**config.mk**
```make
export PLATFORM = sky130hd
export DESIGN_NAME = rf_write_arbiter
export DESIGN_NICKNAME = d
export VERILOG_FILES = /design/src/rtl/rf_write_arbiter.sv
export SDC_FILE = /design/constraint.sdc
export NUM_CORES = 1
export LEC_CHECK = 0
export CAP_MARGIN = 20
export CORE_ASPECT_RATIO = 2
export CORE_MARGIN = 2
export CORE_UTILIZATION = 40
export DETAILED_ROUTE_END_ITERATION = 8
export PLACE_DENSITY = 0.67
export SYNTH_ARGS = -nofsm -noshare
export SYNTH_HDL_FRONTEND = slang
export SYNTH_SLANG_ARGS = --single-unit
```
**constraint.sdc**
```tcl
create_clock -name clk -period 3.3 [get_ports clk]
set_input_delay 0.825 -clock clk [delete_from_list [all_inputs] [get_ports clk]]
set_output_delay 0.825 -clock clk [all_outputs]
set_load 0.01 [all_outputs]
```
**src/rtl/rf_write_arbiter.sv**
```systemverilog
// Two-source register-file write arbiter: per-source 2-entry queues, oldest-first
// issue by enqueue stamp, registered RF write port and pending-write lookup.

module rf_write_queue #(
    parameter int AWL   = 5,
    parameter int DWL   = 32,
    parameter int DEPTH = 2
) (
    input  logic           clk,
    input  logic           rst_n,
    input  logic           enq,
    input  logic           deq,
    input  logic [AWL-1:0] wa,
    input  logic [DWL-1:0] wd,
    input  logic [2:0]     ws,
    input  logic [AWL-1:0] ra1,
    input  logic [AWL-1:0] ra2,
    output logic           ne,
    output logic           full,
    output logic [AWL-1:0] ha,
    output logic [DWL-1:0] hd,
    output logic [2:0]     hs,
    output logic           hit1,
    output logic           hit2
);
    logic [1:0][AWL-1:0] addr;
    logic [1:0][DWL-1:0] data;
    logic [1:0][2:0]     stamp;
    logic [1:0]          cnt;
    logic [1:0]          wpos;

    // Slot 0 is always the head; a dequeue shifts slot 1 down before the write lands.
    assign wpos = cnt - {1'b0, deq};
    assign ne   = (cnt != 2'd0);
    assign full = (cnt == 2'(DEPTH));
    assign ha   = addr[0];
    assign hd   = data[0];
    assign hs   = stamp[0];
    assign hit1 = (ne && addr[0] == ra1) || (cnt[1] && addr[1] == ra1);
    assign hit2 = (ne && addr[0] == ra2) || (cnt[1] && addr[1] == ra2);

    always_ff @(posedge clk or negedge rst_n) begin
        if (!rst_n) begin
            addr  <= '0;
            data  <= '0;
            stamp <= '0;
            cnt   <= 2'd0;
        end else begin
            if (deq) begin
                addr[0]  <= addr[1];
                data[0]  <= data[1];
                stamp[0] <= stamp[1];
            end
            if (enq) begin
                addr[wpos[0]]  <= wa;
                data[wpos[0]]  <= wd;
                stamp[wpos[0]] <= ws;
            end
            cnt <= cnt + {1'b0, enq} - {1'b0, deq};
        end
    end
endmodule

module rf_write_arbiter #(
    parameter int AWL    = 5,
    parameter int DWL    = 32,
    parameter int QDEPTH = 2
) (
    input  logic           clk,
    input  logic           rst_n,
    input  logic           a_valid,
    output logic           a_ready,
    input  logic [AWL-1:0] a_addr,
    input  logic [DWL-1:0] a_data,
    input  logic           b_valid,
    output logic           b_ready,
    input  logic [AWL-1:0] b_addr,
    input  logic [DWL-1:0] b_data,
    output logic           rfwe,
    output logic [AWL-1:0] rfwa,
    output logic [DWL-1:0] rfwd,
    input  logic [AWL-1:0] rfra1,
    input  logic [AWL-1:0] rfra2,
    output logic           pend1,
    output logic           pend2
);
    // Index 0 is source A (ALU), index 1 is source B (load).
    logic [1:0]          vld, rdy, enq, deq, ne, full, hit1, hit2;
    logic [1:0][AWL-1:0] wa, ha;
    logic [1:0][DWL-1:0] wd, hd;
    logic [1:0][2:0]     hs;
    logic [2:0]          stamp, age;
    logic                win_a, issue;

    assign vld = {b_valid, a_valid};
    assign wa  = {b_addr, a_addr};
    assign wd  = {b_data, a_data};
    assign rdy = {2{rst_n}} & ~full;
    assign enq = vld & rdy;
    assign a_ready = rdy[0];
    assign b_ready = rdy[1];

    genvar g;
    generate
        for (g = 0; g < 2; g++) begin : g_q
            rf_write_queue #(.AWL(AWL), .DWL(DWL), .DEPTH(QDEPTH)) u_q (
                .clk(clk), .rst_n(rst_n), .enq(enq[g]), .deq(deq[g]),
                .wa(wa[g]), .wd(wd[g]), .ws(stamp), .ra1(rfra1), .ra2(rfra2),
                .ne(ne[g]), .full(full[g]), .ha(ha[g]), .hd(hd[g]), .hs(hs[g]),
                .hit1(hit1[g]), .hit2(hit2[g])
            );
        end
    endgenerate

    // At most four entries are in flight, so live stamps never span more than
    // half the 3-bit circle and the modular difference orders them correctly.
    assign age   = hs[1] - hs[0];
    assign win_a = ne[0] && (!ne[1] || !age[2]);
    assign issue = |ne;
    assign deq   = {issue && !win_a, win_a};

    assign pend1 = |hit1 || (rfwe && rfwa == rfra1);
    assign pend2 = |hit2 || (rfwe && rfwa == rfra2);

    always_ff @(posedge clk or negedge rst_n) begin
        if (!rst_n) begin
            stamp <= 3'd0;
            rfwe  <= 1'b0;
            rfwa  <= '0;
            rfwd  <= '0;
        end else begin
            if (|enq) stamp <= stamp + 3'd1;
            rfwe <= issue;
            if (issue) begin
                rfwa <= win_a ? ha[0] : ha[1];
                rfwd <= win_a ? hd[0] : hd[1];
            end
        end
    end
endmodule

```
* After elaboration in Yosys (flattened, before gate mapping) *
Cells that the tools add are included.

operators by class
  magnitude comparators = 4
  bitwise gates (word level) = 3
  shift-type cells = 0
  $add $sub $neg = 8
  multiplexer cells = 32
  reductions and logical operators = 30
  eq/ne operators = 12
  $mul = 0
  div/mod/pow operators = 0

operators by type and width
  kind                                                         count
  2-to-1 mux 32 bit                                            7
  bitwise mux 64 bit                                           2
  demux 32 bit (select 1 bit)                                  2
  equality test 5 bit                                          10
  2-to-1 mux 5 bit                                             7
  bitwise mux 10 bit                                           2
  2-to-1 mux 3 bit                                             6
  logical AND 1 bit                                            14
  bitwise mux 6 bit                                            2
  demux 5 bit (select 1 bit)                                   2
  OR reduction 2 bit                                           4
  logical OR 1 bit                                             7
  demux 3 bit (select 1 bit)                                   2
  adder 2 x 1 -> 2 bit                                         2
  AND 2 bit                                                    2
  equality test 2 bit (second input constant)                  2
  less-than comparator 1 x 2 -> 1 bit (second input constant)  2
  nonzero test 2 bit                                           2
  subtractor 2 x 1 -> 2 bit                                    2
  adder 3 x 1 -> 3 bit (second input constant)                 1
  logical NOT 1 bit                                            3
  subtractor 3 bit                                             1
  >= comparator 1 bit (second input constant)                  2
  inverter 2 bit                                               1
  subtractor 1 bit                                             2

word-level totals
  word-level logic and storage cells = 107
  flip-flop bits (word level) = 205
  bits in read-only memories = 0
  output and inout bits = 42
  memories = 0
  latch bits = 0
  memory bits (writable) = 0

* Depth between registers and ports, before layout *
  depth in word-level cells = 13
  mapped depth = 12
  mapped depth without buffers = 10

* By module *
A second synthesis with hierarchy kept.

unflattened totals
  cells, all modules = 887
  area, all modules = 10736.5 sq um

modules (own cells, without submodules)
  module                       cells an instance  times used  area an instance (sq um)
  rf_write_queue (g_q[0].u_q)  339                1           4209.0
  rf_write_queue (g_q[1].u_q)  339                1           4159.0
  rf_write_arbiter             209                1           2368.5

* Worst setup path before layout *
OpenSTA, ideal clock, no wires.

  kind = register to register
  start point = register g_q[0].u_q.stamp (netlist bit g_q[0].u_q.hs[1])
  end point = register g_q[1].u_q.addr[5] (netlist name)
  data arrival time = 2.813 ns
  period minus slack after synthesis = 2.938 ns
  path slack = 0.362 ns
  buffers on the path = 3
  setup time = 0.125 ns
  cell stages (with the launch flop) = 13
  path through = dfrtp_1 > inv_1 > ha_1 > a21oi_4 > xor2_2 > a21oi_1 > clkbuf_1 > ha_1 > inv_1 > ha_1 > clkbuf_1 > buf_1 > mux2_2

between the ends
  cells in the longest elaborated chain, start to end = 12
  elaborated cells on any way between the ends = 13

ends and longest elaborated chain
  item                                                                                                     RTL line  source
  from (decl)                                                                                              28        logic [1:0][2:0] stamp;
  from (signal, indexed assignment)                                                                        57        stamp[wpos[0]] <= ws;
  subtractor 3 bit *                                                                                       117       assign age = hs[1] - hs[0];
  logical NOT 1 bit *                                                                                      118       assign win_a = ne[0] && (!ne[1] || !age[2]);
  logical OR 1 bit *                                                                                       118
  logical AND 1 bit *                                                                                      118
  logical NOT 1 bit *                                                                                      120       assign deq = {issue && !win_a, win_a};
  logical AND 1 bit *                                                                                      120
  subtractor 1 bit *                                                                                       33        assign wpos = cnt - {1'b0, deq};
  less-than comparator 1 x 2 -> 1 bit (implied by the code) / >= comparator 1 bit (equally long branches)  55        addr[wpos[0]] <= wa;
  logical AND 1 bit (implied by the code)                                                                  55
  2-to-1 mux 5 bit (implied by the code)                                                                   55
  demux 5 bit (select 1 bit) *                                                                             --
  bitwise mux 10 bit *                                                                                     55
  to (signal, indexed assignment)                                                                          55
  to (decl)                                                                                                26        logic [1:0][AWL-1:0] addr;

Every way passes the cells marked *; elsewhere a longest branch is shown, timed or not.
A chain may end at the register's enable or synchronous reset.

* Worst setup path after layout *
  start point = input rfra1[0]
  end point = output pend1

between the ends
  cells in the longest elaborated chain, start to end = 5
  elaborated cells on any way between the ends = 14

ends and longest elaborated chain
  item                 RTL line  source
  from (decl)          82        input logic [AWL-1:0] rfra1,
  equality test 5 bit  39        assign hit1 = (ne && addr[0] == ra1) || (cnt[1] && addr[1] == ra1);
  logical AND 1 bit    39
  logical OR 1 bit     39
  OR reduction 2 bit   122       assign pend1 = |hit1 || (rfwe && rfwa == rfra1);
  logical OR 1 bit *   122
  to (decl)            84        output logic pend1,

Marked as above.

==> metrics.txt <==
outcome finished clean; CTS buffer count 19; initial antenna violation count 0; gr usage total 22.8%; Die X-Extent 116 um; WP data arrival 2.39 ns; antenna diode count 0; Worst Tran Pin Value 1.04 ns; fill count 2245; most common cell after layout, fill and taps aside dfrtp_1; Starting Density 40.5%; top sig layer met4; RSZ-0062 raised after global routing no; Yosys reg bits 205; Seq/Total Area, Yosys 50.9%; Fin. Hold Viols 0; Overflow after GRT 0; Layout Nets 1085; syn nets 1009; PD cells 1300 nW/um^2; CP Max Fanout 5; Async SR Flop Fraction 100%; total of max-cap violations 0; Core Footprint 24900 sq um; DRT antenna net count 0; Post-synth EDFFs 0; CTS max path bufs 3; Final Setup Violations 0; WL per Instance 22.2 um; largest family of logic cells by synthesized area compound AO/OA/AOI/OAI gates; pins over their slew limit 0; aggregate routed wire length 29.7 mm; DPL Wire Length 18.9 mm; Reg clk slew, reported paths 0.06 ns; share of cells above drive strength 1 12.2%; largest net degree at the start of global routing 192; ys flop type dfrtp_1; DRC 0; Max-slew headroom 30.7%; hold slack 0.193 ns; CP Capture Type output port; post-synthesis compound-gate area fraction 21.3%; cell count after synthesis 914; Final Cycle Share 97.5%; Fmax 0.311 GHz; # hold bufs at CTS 0; CP required 2.47 ns; post-CTS setup buffer count 0; # rows 82; clock latency on the worst-skew pair 0.49 ns; startpoint types input pin; synth warn 0; met1 WL 11.3 mm; multiplexer share of the synthesized area 9.27%; commonest cells after routing, fill and taps aside dfrtp_1, clkdlybuf4s50_1, a31oi_1, nor2_1; I/O pins 130; Synth Area in Simple Gates 7.63%; Crit Path Class in -> out; fin crit period 3.22 ns; H-tree Lvls 1; P&R area growth vs syn 22.3%; adder-cell share of the synthesized area 0.868%; Die Ht 229 um; Peak VDD IR 1.26 mV; CTS root buf clkbuf_16; GP Congestion 0.882; Hold Path Class in -> async; syn avg cell area 11.0 sq um; P_leak 5.18 nW; global-route wire length before repair 47.2 mm; utilization of the core after routing 49.5%; Cell Area, Synth 10100 sq um; WL met3 1.41 mm; number of global-route vias before repair 8196; synth unique cells 39; clock sink count 205; First-pass DRT Iterations 5; Synth Area in XOR/XNOR 5.36%; port bufs 129; DRT iter0 DRCs 527; CTS tree built; Setup Skew 0.0111 ns; Die Area 26600 sq um; via count 7981; met2 routed WL 15.7 mm; Via density 5.97
## cell families (layout without fill, tap and decap cells)
family,count (synthesis),count (layout)
adder cells (fa/ha/maj),7,7
AO/OA/AOI/OAI,288,288
AND/OR/NAND/NOR,159,159
flip-flops,205,205
multiplexers,83,83
buffers and inverters,112,198
XOR/XNOR,60,60
## cell type report
| cell class | count | area (sq um) | area share [%] |
|---|---|---|---|
| timing repair buffer | 160 | 1590 | 12.9 |
| multi-input combinational | 597 | 4570 | 37.1 |
| tap | 336 | 420 | 3.41 |
| clock inverter | 4 | 47.5 | 0.386 |
| clock buffer | 27 | 546 | 4.42 |
| sequential | 205 | 5130 | 41.6 |
| inverter | 7 | 26.3 | 0.213 |
## synth_stat cells, types with 2 or more instances
master / instances / area share (%)
nand3_1: 4 / 0.20
mux2_2: 42 / 4.7
xnor2_1: 28 / 2.4
ha_1: 7 / 0.87
nand4_1: 4 / 0.25
o211ai_1: 78 / 5.8
nor4_1: 6 / 0.37
o31ai_1: 78 / 5.8
a31oi_1: 82 / 5.1
mux2_1: 41 / 4.6
or2_1: 3 / 0.19
xor2_1: 30 / 2.6
buf_2: 23 / 1.1
clkbuf_1: 69 / 2.6
inv_1: 7 / 0.26
a21oi_1: 5 / 0.25
and3_1: 40 / 2.5
nor3_1: 6 / 0.30
nand2_1: 6 / 0.22
and2_1: 2 / 0.12
o22ai_1: 2 / 0.12
nand2b_1: 3 / 0.19
dfrtp_1: 205 / 51
buf_1: 9 / 0.33
buf_6: 3 / 0.33
a221o_1: 36 / 3.6
nor2_1: 83 / 3.1
## sequential cells by signal, summed over array words and instances (netlist names)
signal / count
g_q.u_q.hs: 6
stamp: 3
rfwa: 5
g_q.u_q.addr: 10
g_q.u_q.ha: 10
g_q.u_q.stamp: 6
rfwe: 1
rfwd: 32
g_q.u_q.hd: 64
g_q.u_q.cnt: 4
g_q.u_q.data: 64
## path summary, 6_finish.rpt
path                       slack (ns)  cells after the start                   to           startpoint
max                              0.08                      6                pend1             rfra1[0]
min                              0.19                      1     g_q[0].u_q.hs[2]                rst_n
max reg2reg                      0.51                     10  g_q[1].u_q.data[59]     g_q[0].u_q.hs[1]
min reg2reg                      0.49                      1  g_q[0].u_q.data[40]  g_q[0].u_q.data[40]
max in group asynchronous        1.84                      2  g_q[0].u_q.data[60]                rst_n
min in group clk                 0.49                      1  g_q[0].u_q.data[40]  g_q[0].u_q.data[40]
## critical path, stage by stage
cell	delay [ns]
dlygate4sd2_1	0.33
xor2_1	0.18
nor4_1	0.31
a31oi_1	0.12
nand3_1	0.10
clkdlybuf4s50_1	0.53
## metrics by stage
stage / cells / power (mW) / setup WS, ns / setup TNS [ns] / instance area [sq um]
after detailed placement: 1305 / 13.9 / -0.268 / -0.468 / 11800
final: 1336 / 16.0 / 0.0810 / 0 / 12300
after global routing: 1336 / 17.1 / 0.0109 / 0 / 12300
after global placement: 1305 / 13.7 / -0.287 / -0.469 / 11800
after floorplan: 914 / 10.9 / 0.362 / 0 / 10100
after CTS: 1336 / 16.1 / 0.0496 / 0 / 12300
## power breakdown
part	internal (mW)	total, mW	switching (mW)
Sequential	3.95	5.02	1.08
Combinational	3.82	8.83	5.01
Clock	1.23	2.17	0.944
## routing by layer
layer	vias up	track usage, %
met3	68	2.60
met4	0	9.67
met1	4046	28.1
li1	3601	-
met5	-	0
met2	266	39.5
## what timing repair did
action	in CTS	in global routing
gates resized for setup	8	6
pin swaps	1	0
setup endpoints to repair	2	2
Note: power is estimated with default switching activity, not from simulation.
